[config.mk]
export PLATFORM = sky130hd
export DESIGN_NAME = bcd_display_scanner_flat
export DESIGN_NICKNAME = d
export VERILOG_FILES = /design/src/rtl/bcd_display_scanner_pkg.sv /design/src/rtl/bcd_display_scanner_if.sv /design/src/rtl/bcd_display_scanner_seg.sv /design/src/rtl/bcd_display_scanner.sv /design/src/flat_wrapper.sv
export SDC_FILE = /design/constraint.sdc
export NUM_CORES = 1
export LEC_CHECK = 0
export ABC_AREA = 1
export BUFFER_PORTS_ARGS = -buffer_cell sky130_fd_sc_hd__buf_2
export CORE_AREA = 10 10 87 89
export CTS_BUF_LIST = sky130_fd_sc_hd__clkbuf_2 sky130_fd_sc_hd__clkbuf_4 sky130_fd_sc_hd__clkbuf_8
export DETAILED_ROUTE_END_ITERATION = 6
export DIE_AREA = 0 0 97 99
export PLACE_DENSITY = 0.72
export RECOVER_POWER = 25
export SYNTH_ARGS = -nofsm -noshare
export SYNTH_HDL_FRONTEND = slang
export SYNTH_SLANG_ARGS = --single-unit
[constraint.sdc]
create_clock -name clk -period 2 [get_ports clk]
set_clock_uncertainty 0.05 [all_clocks]
set_input_delay 0.2 -clock clk [delete_from_list [all_inputs] [get_ports clk]]
set_output_delay 0.2 -clock clk [all_outputs]
set_load 0.02 [all_outputs]
[src/rtl/bcd_display_scanner_pkg.sv]
// bcd_disp_pkg: shared digit count, active-high segment patterns and digit index type
package bcd_disp_pkg;
  localparam int NUM_DIGITS = 4;
  localparam logic [6:0] SEG_0   = 7'h3F;
  localparam logic [6:0] SEG_1   = 7'h06;
  localparam logic [6:0] SEG_2   = 7'h5B;
  localparam logic [6:0] SEG_3   = 7'h4F;
  localparam logic [6:0] SEG_4   = 7'h66;
  localparam logic [6:0] SEG_5   = 7'h6D;
  localparam logic [6:0] SEG_6   = 7'h7D;
  localparam logic [6:0] SEG_7   = 7'h07;
  localparam logic [6:0] SEG_8   = 7'h7F;
  localparam logic [6:0] SEG_9   = 7'h6F;
  localparam logic [6:0] SEG_E   = 7'h79;
  localparam logic [6:0] SEG_OFF = 7'h00;
  typedef logic [1:0] digit_idx_t;
endpackage

[src/rtl/bcd_display_scanner_if.sv]
// bcd_display_scanner_if: counter-side inputs and display pins of the scanner
interface bcd_display_scanner_if;
  logic [15:0] value_i;
  logic        of_i;
  logic        uf_i;
  logic        flag_ack_i;
  logic        en_i;
  logic        blank_lz_i;
  logic [3:0]  an_o;
  logic [6:0]  seg_o;
  logic        dp_o;
  modport master (output value_i, of_i, uf_i, flag_ack_i, en_i, blank_lz_i, input an_o, seg_o, dp_o);
  modport slave  (input value_i, of_i, uf_i, flag_ack_i, en_i, blank_lz_i, output an_o, seg_o, dp_o);
endinterface

[src/rtl/bcd_display_scanner_seg.sv]
// bcd_to_7seg: nibble to active-high {g..a} pattern, A-F shown as "E"
module bcd_to_7seg
  import bcd_disp_pkg::*;
(
  input  logic [3:0] nib_i,
  output logic [6:0] seg_o
);
  // lookup of the standard decimal patterns
  always_comb begin
    seg_o = SEG_E;
    case (nib_i)
      4'd0: seg_o = SEG_0;
      4'd1: seg_o = SEG_1;
      4'd2: seg_o = SEG_2;
      4'd3: seg_o = SEG_3;
      4'd4: seg_o = SEG_4;
      4'd5: seg_o = SEG_5;
      4'd6: seg_o = SEG_6;
      4'd7: seg_o = SEG_7;
      4'd8: seg_o = SEG_8;
      4'd9: seg_o = SEG_9;
      default: seg_o = SEG_E;
    endcase
  end
endmodule

[src/rtl/bcd_display_scanner.sv]
// bcd_display_scanner: multiplexed 4-digit 7-segment driver with zero blanking and flag flashing
module bcd_display_scanner
  import bcd_disp_pkg::*;
#(
  parameter int REFRESH_DIV    = 100000,
  parameter int BLINK_SCANS    = 64,
  parameter bit SEG_ACTIVE_LOW = 1'b1,
  parameter bit AN_ACTIVE_LOW  = 1'b1
) (
  input logic clk,
  input logic clr_n,
  bcd_display_scanner_if.slave bus
);
  localparam int PW = $clog2(REFRESH_DIV);
  localparam int BW = $clog2(BLINK_SCANS + 1);
  logic [PW-1:0] prescaler_q, prescaler_d;
  digit_idx_t    idx_q, idx_d;
  logic [15:0]   snap_q, snap_d;
  logic          of_q, of_d, uf_q, uf_d;
  logic [BW-1:0] bcnt_q, bcnt_d;
  logic          blink_q, blink_d;
  logic [3:0]    an_q, an_d, an_hi;
  logic [6:0]    seg_q, seg_d, seg_hi, dec;
  logic          dp_q, dp_d, dp_hi;
  logic          tick, wrap, bend, blank;
  logic [3:0]    nib;
  bcd_to_7seg u_dec (.nib_i(nib), .seg_o(dec));
  // scan timing, snapshot, blink and flag next state plus the registered pin image
  always_comb begin
    tick        = prescaler_q == PW'(REFRESH_DIV - 1);
    wrap        = tick && idx_q == 2'd3;
    bend        = bcnt_q == BW'(BLINK_SCANS - 1);
    prescaler_d = tick ? '0 : prescaler_q + 1'b1;
    idx_d       = tick ? idx_q + 2'd1 : idx_q;
    snap_d      = wrap ? bus.value_i : snap_q;
    bcnt_d      = wrap ? (bend ? '0 : bcnt_q + 1'b1) : bcnt_q;
    blink_d     = blink_q ^ (wrap && bend);
    of_d        = bus.of_i | (of_q & ~bus.flag_ack_i);
    uf_d        = bus.uf_i | (uf_q & ~bus.flag_ack_i);
    nib         = snap_q[{idx_q, 2'b00} +: 4];
    blank       = bus.blank_lz_i && idx_q != 2'd0 && (snap_q >> {idx_q, 2'b00}) == 16'h0;
    seg_hi      = blank ? SEG_OFF : dec;
    an_hi       = (bus.en_i && !((of_q | uf_q) && blink_q)) ? 4'b0001 << idx_q : 4'b0000;
    dp_hi       = (of_q && idx_q == 2'd3) || (uf_q && idx_q == 2'd0);
    an_d        = AN_ACTIVE_LOW ? ~an_hi : an_hi;
    seg_d       = SEG_ACTIVE_LOW ? ~seg_hi : seg_hi;
    dp_d        = SEG_ACTIVE_LOW ? ~dp_hi : dp_hi;
  end
  // state and output registers; reset parks the pins inactive
  always_ff @(posedge clk) begin
    if (!clr_n) begin
      prescaler_q <= '0;
      idx_q       <= '0;
      snap_q      <= '0;
      of_q        <= 1'b0;
      uf_q        <= 1'b0;
      bcnt_q      <= '0;
      blink_q     <= 1'b0;
      an_q        <= AN_ACTIVE_LOW ? 4'hF : 4'h0;
      seg_q       <= SEG_ACTIVE_LOW ? 7'h7F : 7'h00;
      dp_q        <= SEG_ACTIVE_LOW;
    end else begin
      prescaler_q <= prescaler_d;
      idx_q       <= idx_d;
      snap_q      <= snap_d;
      of_q        <= of_d;
      uf_q        <= uf_d;
      bcnt_q      <= bcnt_d;
      blink_q     <= blink_d;
      an_q        <= an_d;
      seg_q       <= seg_d;
      dp_q        <= dp_d;
    end
  end
  assign bus.an_o  = an_q;
  assign bus.seg_o = seg_q;
  assign bus.dp_o  = dp_q;
endmodule

[src/flat_wrapper.sv]
// flat-port wrapper written by rule: the top's interface ports become plain ports
module bcd_display_scanner_flat import bcd_disp_pkg::*;
#(
  parameter int REFRESH_DIV    = 100000,
  parameter int BLINK_SCANS    = 64,
  parameter bit SEG_ACTIVE_LOW = 1'b1,
  parameter bit AN_ACTIVE_LOW  = 1'b1
)
  (clk, clr_n, bus_value_i, bus_of_i, bus_uf_i, bus_flag_ack_i, bus_en_i, bus_blank_lz_i, bus_an_o, bus_seg_o, bus_dp_o);
  bcd_display_scanner_if bus_i ();
  input logic clk;
  input logic clr_n;
  input wire logic [$bits(bus_i.value_i)-1:0] bus_value_i;
  input wire logic [$bits(bus_i.of_i)-1:0] bus_of_i;
  input wire logic [$bits(bus_i.uf_i)-1:0] bus_uf_i;
  input wire logic [$bits(bus_i.flag_ack_i)-1:0] bus_flag_ack_i;
  input wire logic [$bits(bus_i.en_i)-1:0] bus_en_i;
  input wire logic [$bits(bus_i.blank_lz_i)-1:0] bus_blank_lz_i;
  output wire logic [$bits(bus_i.an_o)-1:0] bus_an_o;
  output wire logic [$bits(bus_i.seg_o)-1:0] bus_seg_o;
  output wire logic [$bits(bus_i.dp_o)-1:0] bus_dp_o;
  assign bus_i.value_i = bus_value_i;
  assign bus_i.of_i = bus_of_i;
  assign bus_i.uf_i = bus_uf_i;
  assign bus_i.flag_ack_i = bus_flag_ack_i;
  assign bus_i.en_i = bus_en_i;
  assign bus_i.blank_lz_i = bus_blank_lz_i;
  assign bus_an_o = bus_i.an_o;
  assign bus_seg_o = bus_i.seg_o;
  assign bus_dp_o = bus_i.dp_o;
  bcd_display_scanner #(.REFRESH_DIV(REFRESH_DIV), .BLINK_SCANS(BLINK_SCANS), .SEG_ACTIVE_LOW(SEG_ACTIVE_LOW), .AN_ACTIVE_LOW(AN_ACTIVE_LOW)) u_core (.clk(clk), .clr_n(clr_n), .bus(bus_i));
endmodule
[Word-level counts from Yosys, hierarchy flattened]
Memories as Yosys holds them, arrays and structs flattened.
Index checks and enable logic that the tools add are counted.
Operators by class
  add/subtract/negate cells: 3
  equality and inequality tests: 3
  shifts and indexed selects: 3
  muxes and demuxes: 3
  bitwise operators: 11
  reductions and logical operators: 14
Operators by type and width (count)
  $add A17 B1 Y17 const B: 1
  $eq A17 B17 Y1 const B: 1
  $logic_not A16 Y1: 1
  $shiftx A16 B5 Y4: 1
  $shr A16 B4 Y16: 1
  $mux W7: 2
  $logic_and A1 B1 Y1: 8
  $add A7 B1 Y7 const B: 1
  $eq A7 B6 Y1 const B: 1
  $not A7 Y7: 1
  $mux W4: 1
  $not A4 Y4: 1
  $shl A1 B2 Y4 const A: 1
  $not A1 Y1: 3
  $or A1 B1 Y1: 3
  $add A2 B1 Y2 const B: 1
  $and A1 B1 Y1: 2
  $eq A2 B2 Y1 const B: 1
  $logic_not A2 Y1: 1
  $reduce_bool A2 Y1: 1
  $reduce_or A2 Y1: 1
  $logic_not A1 Y1: 1
  $logic_or A1 B1 Y1: 1
  $xor A1 B1 Y1: 1
Storage, ports and cells
  bits in registers: 57
  bits in read-only memories: 112
  bits of input ports: 23
  output and inout port bits: 12
  word-level logic and storage cells: 48
  memories: 1
Memories
  (name not given): words 16, width 7, rd ports 1, clocked after memory_dff 0, wr ports 0, line bcd_display_scanner_seg.sv:11  | case (nib_i)

[Depth between registers and ports, before layout]
Gate-level depths: netlist (run 1).
  depth in word-level cells: 6
  depth in mapped cells: 12
  mapped depth without buffers: 12

[By module]
A second synthesis (run 1) with hierarchy kept.
Unflattened totals
  cells, all modules: 418
  area total of the unflattened synthesis: 2896.5 um^2
By module, submodules not included
  bcd_display_scanner: times used 1, cells each 385, area each 2707.6 um^2, seq. area each 1141.1 um^2
  bcd_to_7seg: times used 1, cells each 33, area each 188.9 um^2, seq. area each 0.0 um^2

[Worst setup path before layout (run 1)]
Ideal clock, no wire load.
  path kind: register to register
  start point: reg u_core.idx_q[0]
  end point: reg u_core.seg_q[1], in the netlist u_core.bus.seg_o[1]
  setup time: 0.064 ns
  arrival: 1.738 ns
  required time: 1.886 ns
  setup slack: 0.148 ns
  stages on the path, launching flop included: 12
  clock period less this slack: 1.852 ns
  cells stage by stage: dfxtp_1 > buf_2 > or2_2 > o211ai_1 > nand2_1 > inv_1 > ha_1 > and3b_1 > nand3_1 > a21oi_1 > nand2_1 > nand3_1
On the way
  word-level cells in the longest chain between the ends: 5
Ends and longest elaborated chain
  from (decl): line bcd_display_scanner.sv:17  | digit_idx_t idx_q, idx_d;
  from (signal assigned): line bcd_display_scanner.sv:64  | idx_q <= idx_d;
  parallel branches: the longest is 3 deep, another holds $mem_v2 Z16 W7
  $mux W7 *: line bcd_display_scanner.sv:42  | seg_hi = blank ? SEG_OFF : dec;
  $not A7 Y7 *: line bcd_display_scanner.sv:46  | seg_d = SEG_ACTIVE_LOW ? ~seg_hi : seg_hi;
  to (signal assigned): line bcd_display_scanner.sv:60  | seg_q <= SEG_ACTIVE_LOW ? 7'h7F : 7'h00;
  to (signal assigned): line bcd_display_scanner.sv:71  | seg_q <= seg_d;
  to (decl): line bcd_display_scanner.sv:23  | logic [6:0] seg_q, seg_d, seg_hi, dec;
Mark *: on every way between the ends.
A chain may end at the register's enable or synchronous reset.

[Final worst setup path (run 1)]
Ends and elaborated chain as after synthesis.

==> impl_metrics.tcl, run 1 <==
set metrics [dict create \
    status "completed" \
    fp.dieArea_um2 9600 \
    n_antenna_cell 0 \
    cap_violations 0 \
    vias 2635 \
    holdWs_ns 0.0222 \
    yosysTopAreaCell "dfxtp_1" \
    drt_iter0_markers 155 \
    critPathMaxFanout 11 \
    routed_wl_um 6080 \
    crit_required_ns 2.22 \
    finalCritPeriodShare_pct 91.2 \
    hpwl_um 4590 \
    grt_first_pass_wirelength_um 10700 \
    antenna_found_initial 0 \
    pwr-share-clk_pct 47.8 \
    detail-route-antenna-nets 0 \
    clockRootBuffer "clkbuf_8" \
    first_pass_iters 4 \
    finalHoldViolCount 0 \
    dp_slack_ns 0.0600 \
    clock_path_buffers 2 \
    synth_area_leaders "dfxtp_1 40%, nand2_1 12%, nor2_1 11%, nand3_1 5.8%, ha_1 4.8%" \
    grt_pass1_vias 2474 \
    holdCritPathClass "in -> reg" \
    p_sw_share_pct 20.6 \
    wire_per_inst_um 11.4 \
    netlist_area_um2 2860 \
    crit_arrival_ns 2.05 \
    drc_errors 0 \
    p_sw_mw 0.491 \
    nets 487 \
    fin_ws_ns 0.176 \
    clk_pin_slew_worst_paths_ns 0.06 \
    vias_per_cell 4.94 \
    core_um2 5850 \
    multiInputGateArea_um2 1500 \
    fp.dieW_um 97 \
    grt_start_max_net_pins 36 \
    fill_cells 596 \
    grt_usage_pct 12.9 \
    rsz0062_at_grt "false" \
    powerDensity_nw_per_um2 720 \
    avgSynthCellArea_um2 6.95 \
    num_io_pins 35 \
    pwr-share-comb_pct 3.4 \
    postCtsHoldBufs 0 \
    place.gp.congestion 0.843 \
    slew_violations 0 \
    initial_utilization_pct 48.8 \
    cts_tree "done" \
    synthCells 411 \
    rows 28 \
    yosysUniqueCellTypes 32 \
    tightest_slew_ns 0.578 \
    synth-seq-cells 57 \
    period_minus_slack_ns 1.82 \
    io_buffers 34 \
    leakage_nw 1.41 \
    fin_tns_setup_ns 0 \
    cp-start-kind "register" \
    critical_path_class "reg -> reg" \
    area.growth.synth_to_final_pct 15.7 \
    vdd_drop_max_uv 471 \
    slew_headroom_pct 61.2 \
    cts_sinks 57 \
    synth_fp_nets 445 \
    cp-end-kind "register" \
    intPower_mw 1.89 \
    fp.dieH_um 99 \
    cts_buffers 9 \
    setup_violations 0 \
    ys_seq_area_share_pct 39.9 \
    cts-htree-levels 3 \
    clk_latency_ns 0.34 \
    power_frac_seq_pct 48.7 \
    yosysWarnings 0 \
    yosysTopAreaCellShare_pct 39.9 \
    globalRoute.totalOverflow 0 \
    drive_above_1_share_pct 13.8 \
    seq_area_um2 1140 \
    fmax_mhz 548 \
]
worst max-delay path: stages (launching register included):
cell and delay, ns:
dfxtp_2 0.37, or2_2 0.30, o211ai_1 0.08, nand2_1 0.11
inv_2 0.09, ha_1 0.16, and3b_1 0.15, nand3_1 0.06
a21oi_1 0.15, nand2_2 0.13, nand3_1 0.11
what timing repair did:
| item | CTS | global route |
|---|---|---|
| buffers inserted | 0 | 0 |
| gates resized for setup | 0 | 3 |
| setup endpoints to repair | 0 | 7 |
placed cells by master (no fill, tap or decap), types with 2 or more instances in the layout:
cell type,n
clkbuf_1,13
inv_2,6
xnor2_1,2
inv_1,34
nand2_2,2
nor2_1,85
nand3_1,33
nor3_1,12
nand3_2,2
clkbuf_8,12
or2_2,2
nor2_4,3
xor2_1,6
nor2_2,2
a21oi_1,15
o211ai_1,3
o21a_1,2
nand2_1,87
buf_4,5
nand4_1,6
dfxtp_1,56
o21ai_0,23
clkbuf_4,2
buf_2,22
o21ai_1,2
ha_1,11
layer usage:
layer | share of wire, % | wire [um] | vias to the layer above | GRT usage [%]
met5 | 0 | 0 | - | 0
met4 | 1.9 | 115 | 0 | 6.47
met3 | 6.4 | 389 | 12 | 3.98
met2 | 41 | 2500 | 59 | 19.8
met1 | 51 | 3080 | 1163 | 16.0
li1 | - | - | 1401 | -
cells in the mapped netlist:
| library cell | n |
|---|---|
| nand2_1 | 88 |
| nor2_1 | 85 |
| dfxtp_1 | 57 |
| inv_1 | 35 |
| nand3_1 | 33 |
| o21ai_0 | 23 |
| a21oi_1 | 15 |
| nor3_1 | 12 |
| ha_1 | 11 |
| nand4_1 | 6 |
| xor2_1 | 6 |
| inv_2 | 5 |
| clkbuf_1 | 4 |
| buf_2 | 3 |
| nor2_4 | 3 |
| o211ai_1 | 3 |
| nand3_2 | 2 |
| nor2_2 | 2 |
| o21a_1 | 2 |
| o21ai_1 | 2 |
| or2_2 | 2 |
| xnor2_1 | 2 |
| a31oi_1 | 1 |
| and2_1 | 1 |
| and3b_1 | 1 |
| buf_12 | 1 |
| buf_6 | 1 |
| inv_6 | 1 |
| nand2_2 | 1 |
| nand3_4 | 1 |
| nand3b_1 | 1 |
| o21bai_1 | 1 |
state kept, by name, indices dropped and copies added, names as in the netlist:
name	cells
u_core.prescaler_q	17
u_core.snap_q	16
u_core.uf_q	1
u_core.bus.dp_o	1
u_core.of_q	1
u_core.bus.seg_o	7
u_core.idx_q	2
u_core.blink_q	1
u_core.bcnt_q	7
u_core.bus.an_o	4
layout make-up:
class | instances | area share, %
Clock inverter | 2 | 1.06
Timing Repair Buffer | 40 | 5.94
Sequential cell | 57 | 34.6
Tap cell | 75 | 2.84
Multi-Input combinational cell | 304 | 45.3
Inverter | 41 | 4.81
Clock buffer | 14 | 5.45
cells by family (layout without fill, tap and decap cells):
group	after synthesis	in the layout	share of synthesized area (%)
simple gates	238	238	36.3
buf+inv	50	97	7.71
flops	57	57	39.9
compound gates	47	47	8.80
fa+ha+maj	11	11	4.82
xor+xnor	8	8	2.45
power groups by stage:
| stage | Clock (mW) | Combinational [mW] | Sequential, mW |
|---|---|---|---|
| after floorplan | 0 | 0.0372 | 1.19 |
| after global placement | 0 | 0.0840 | 1.18 |
| after detailed placement | 0 | 0.0855 | 1.18 |
| after CTS | 1.15 | 0.0857 | 1.16 |
| after global routing | 1.21 | 0.0947 | 1.16 |
| final | 1.14 | 0.0820 | 1.16 |
stage by stage:
stage / area, um2 / util (%) / power [mW] / cells
2_1_floorplan: 2860 / - / 1.23 / 411
3_3_place_gp: 3110 / 53.1 / 1.27 / 517
3_5_place_dp: 3110 / 53.1 / 1.27 / 517
4_1_cts: 3320 / 56.8 / 2.40 / 533
5_1_grt: 3310 / 56.5 / 2.46 / 533
6_report: 3310 / 56.5 / 2.38 / 533
worst paths after layout:
path / slack [ns] / start / cells after the start / to
max reg2reg: 0.18 / u_core.idx_q[0] / 10 / u_core.bus.seg_o[1]
max: 0.18 / u_core.idx_q[0] / 10 / u_core.bus.seg_o[1]
min reg2reg: 0.40 / u_core.prescaler_q[0] / 1 / u_core.prescaler_q[0]
min: 0.02 / bus_of_i / 3 / u_core.of_q
(Power assumes the default switching activity.)
==> run 2, diff against run 1 <==
--- a/config.mk
+++ b/config.mk
@@ -5,12 +5,11 @@
 export SDC_FILE = /design/constraint.sdc
 export NUM_CORES = 1
 export LEC_CHECK = 0
-export ABC_AREA = 1
 export BUFFER_PORTS_ARGS = -buffer_cell sky130_fd_sc_hd__buf_2
-export CORE_AREA = 10 10 87 89
+export CORE_AREA = 10 10 84 86
 export CTS_BUF_LIST = sky130_fd_sc_hd__clkbuf_2 sky130_fd_sc_hd__clkbuf_4 sky130_fd_sc_hd__clkbuf_8
 export DETAILED_ROUTE_END_ITERATION = 6
-export DIE_AREA = 0 0 97 99
+export DIE_AREA = 0 0 94 96
 export PLACE_DENSITY = 0.72
 export RECOVER_POWER = 25
 export SYNTH_ARGS = -nofsm -noshare
==> impl_metrics.tcl, run 2 <==
set metrics [dict create \
    cp-start-kind "register" \
    hpwl_um 4590 \
    synth_area_leaders "dfxtp_1 43%, nand4_1 5.7%, a21oi_1 5.3%, o21ai_0 5.3%, ha_1 5.2%" \
    yosysUniqueCellTypes 43 \
    top_regs "u_core.prescaler_q (17), u_core.snap_q (16)" \
    largest_register_ffs 17 \
    grt_usage_pct 15.0 \
    area.growth.synth_to_final_pct 33.4 \
    cts-htree-levels 3 \
    crit_required_ns 2.23 \
    fmax_mhz 465 \
    powerDensity_nw_per_um2 648 \
    cts_buffers 9 \
    drt_iter0_markers 225 \
    synth_fp_nets 326 \
    detail-route-antenna-nets 0 \
    synth_common_cells "57 x dfxtp_1, 28 x a21oi_1, 28 x o21ai_0" \
    critical_path_depth 4 \
    antenna_found_initial 0 \
    postCtsHoldBufs 0 \
    crit_end "u_core.bcnt_q[0]" \
    synthMuxAreaShare_pct 4.24 \
    synth_edf_count 0 \
    yosysWarnings 0 \
    startpoint "u_core.prescaler_q[12]" \
    critical_path_class "reg -> reg" \
    yosys.area_share.xor_xnor_pct 4.67 \
    r2r_start "u_core.prescaler_q[12]" \
    wire_per_inst_um 16.0 \
    num_io_pins 35 \
    vias 2482 \
    clk_pin_slew_worst_paths_ns 0.06 \
    globalRoute.totalOverflow 0 \
    synth-async-reset-ratio_pct 0 \
    synthAdderAreaFrac_pct 5.25 \
    nets 397 \
    crit_buf_inv 0 \
    synth.most_common_cell "dfxtp_1" \
    vdd_drop_max_uv 473 \
    critPathTopFamily "simple AND/OR/NAND/NOR gates" \
    dp_slack_ns -0.162 \
    finish.instance_area_um2 3500 \
    clock_path_buffers 2 \
    status "finished with violations" \
    dpl_cell_area_um2 3100 \
    tightest_slew_ns 0.595 \
    crit_path_frequent_cell "or4b_4" \
    leakage_nw 1.33 \
    avgSynthCellArea_um2 8.99 \
    cts_sinks 57 \
    ys_seq_area_share_pct 43.5 \
    rows 27 \
    violations "setup timing" \
    reg2reg_to "u_core.bcnt_q[0]" \
    layout_common_cells "54 x dfxtp_1, 38 x buf_4, 32 x buf_2" \
    slew_headroom_pct 60.3 \
    yosysTopAreaCellShare_pct 43.5 \
    initial_utilization_pct 48.5 \
    period_minus_slack_ns 2.15 \
    synth_top_family_by_area "simple AND/OR/NAND/NOR gates" \
    critPathMaxFanout 7 \
    n_antenna_cell 0 \
    grt_first_pass_wirelength_um 10800 \
    crit_arrival_ns 2.38 \
    synth-simple-area-share_pct 21.6 \
    cts_tree "done" \
    place.gp.congestion 0.871 \
    slew_violations 0 \
    finalNonFillerCells 440 \
    finalPower_mw 2.27 \
    core_um2 5410 \
    synth_compound_area_share_pct 16.1 \
    setup_violations 42 \
    first_pass_iters 5 \
    fp.dieH_um 96 \
    fin_ws_ns -0.152 \
    crit_path_top_delay_cell "or4_4" \
    critical_path.cell_chain "or4b_4 -> or4_4 -> or4b_4 -> a21oi_2" \
    regMostFlops "u_core.prescaler_q" \
    clockRootBuffer "clkbuf_8" \
    vias_per_cell 5.64 \
    clk_latency_ns 0.35 \
    yosysTopAreaCell "dfxtp_1" \
    finalCritPeriodShare_pct 108 \
    holdCritPathClass "in -> reg" \
    grt_pass1_vias 2366 \
    r2r_cells 4 \
    io_buffers 34 \
    cap_violations 0 \
    ys.flop_type "dfxtp_1" \
    fp.dieArea_um2 9020 \
    rsz0062_at_grt "true" \
    drc_errors 0 \
    drive_above_1_share_pct 33.2 \
    cpPeakStageDelay_ns 0.56 \
    routed_wl_um 7050 \
    grt_start_max_net_pins 27 \
    fp.dieW_um 94 \
    layout_commonest_cell "dfxtp_1" \
    cp-end-kind "register" \
    synthCells 292 \
    finalHoldViolCount 0 \
    synth-seq-cells 57 \
    r2r_setup_slack_ns -0.15 \
    placed_cells 412 \
    netlist_area_um2 2620 \
]
==> run 2: layout make-up <==
class / instances / area, um2
clock inverter: 3 / 15.0
fill: 446 / 1910
tap: 72 / 90.1
clock buffer: 13 / 166
sequential: 57 / 1150
inverter: 11 / 46.3
timing repair buffer: 79 / 547
multi-input combinational: 205 / 1490
==> run 2: worst min path at each step <==
stage | from | end | slack (ns) | depth (start not counted)
after floorplan | bus_of_i | u_core.of_q | 0.27 | 2
after global placement | bus_uf_i | u_core.uf_q | 0.36 | 3
after detailed placement | bus_uf_i | u_core.uf_q | 0.37 | 3
after CTS | bus_uf_i | u_core.uf_q | 0.01 | 3
after global routing | bus_of_i | u_core.of_q | 0.03 | 3
final | bus_uf_i | u_core.uf_q | 0.02 | 3
==> run 2: worst reg2reg max path, stage by stage, from the launching register on <==
cell     delay [ns]
dfxtp_2        0.32
or4b_4         0.54
or4_4          0.56
or4b_4         0.50
a21oi_2        0.11
==> run 2: kinds of logic (layout without fill, tap and decap cells) <==
kind of cell               count (synthesis)  count (layout)
buffers and inverters                     31             106
adders and majority gates                 11              11
AOI/OAI and AO/OA                         74              74
muxes                                      6               6
xor gates and xnor gates                  14              14
DFF                                       57              57
and+or+nand+nor                           99             100
==> run 2: power by group <==
| part | switching [mW] | internal [mW] |
|---|---|---|
| Combinational | 0.0587 | 0.0501 |
| Sequential | 0.00672 | 1.15 |
| Clock | 0.463 | 0.538 |
| Total | 0.529 | 1.74 |
==> run 2: metal layers <==
layer	track usage [%]	vias up	share of wire (%)	wire [um]
met5	0	-	0	0
met2	25.5	85	49	3430
met1	16.8	1171	42	2950
met3	3.89	10	7.9	556
met4	8.61	0	1.7	117
li1	-	1216	-	-
==> run 2: through the flow <==
stage	TNS (ns)	utilization, %	hold slack [ns]
global route	-5.41	64.7	0.0277
detailed placement	-2.56	57.4	0.367
CTS	-1.05	61.6	0.0113
floorplan	-2.53	-	0.267
finish	-2.52	64.7	0.0194
global placement	-1.71	57.4	0.359
==> run 2: repair_timing <==
action	4_1_cts	5_1_grt
buffers inserted	4	4
cloned	0	4
pin swaps	1	13
resized for setup	4	31
setup endpoints to repair	41	49
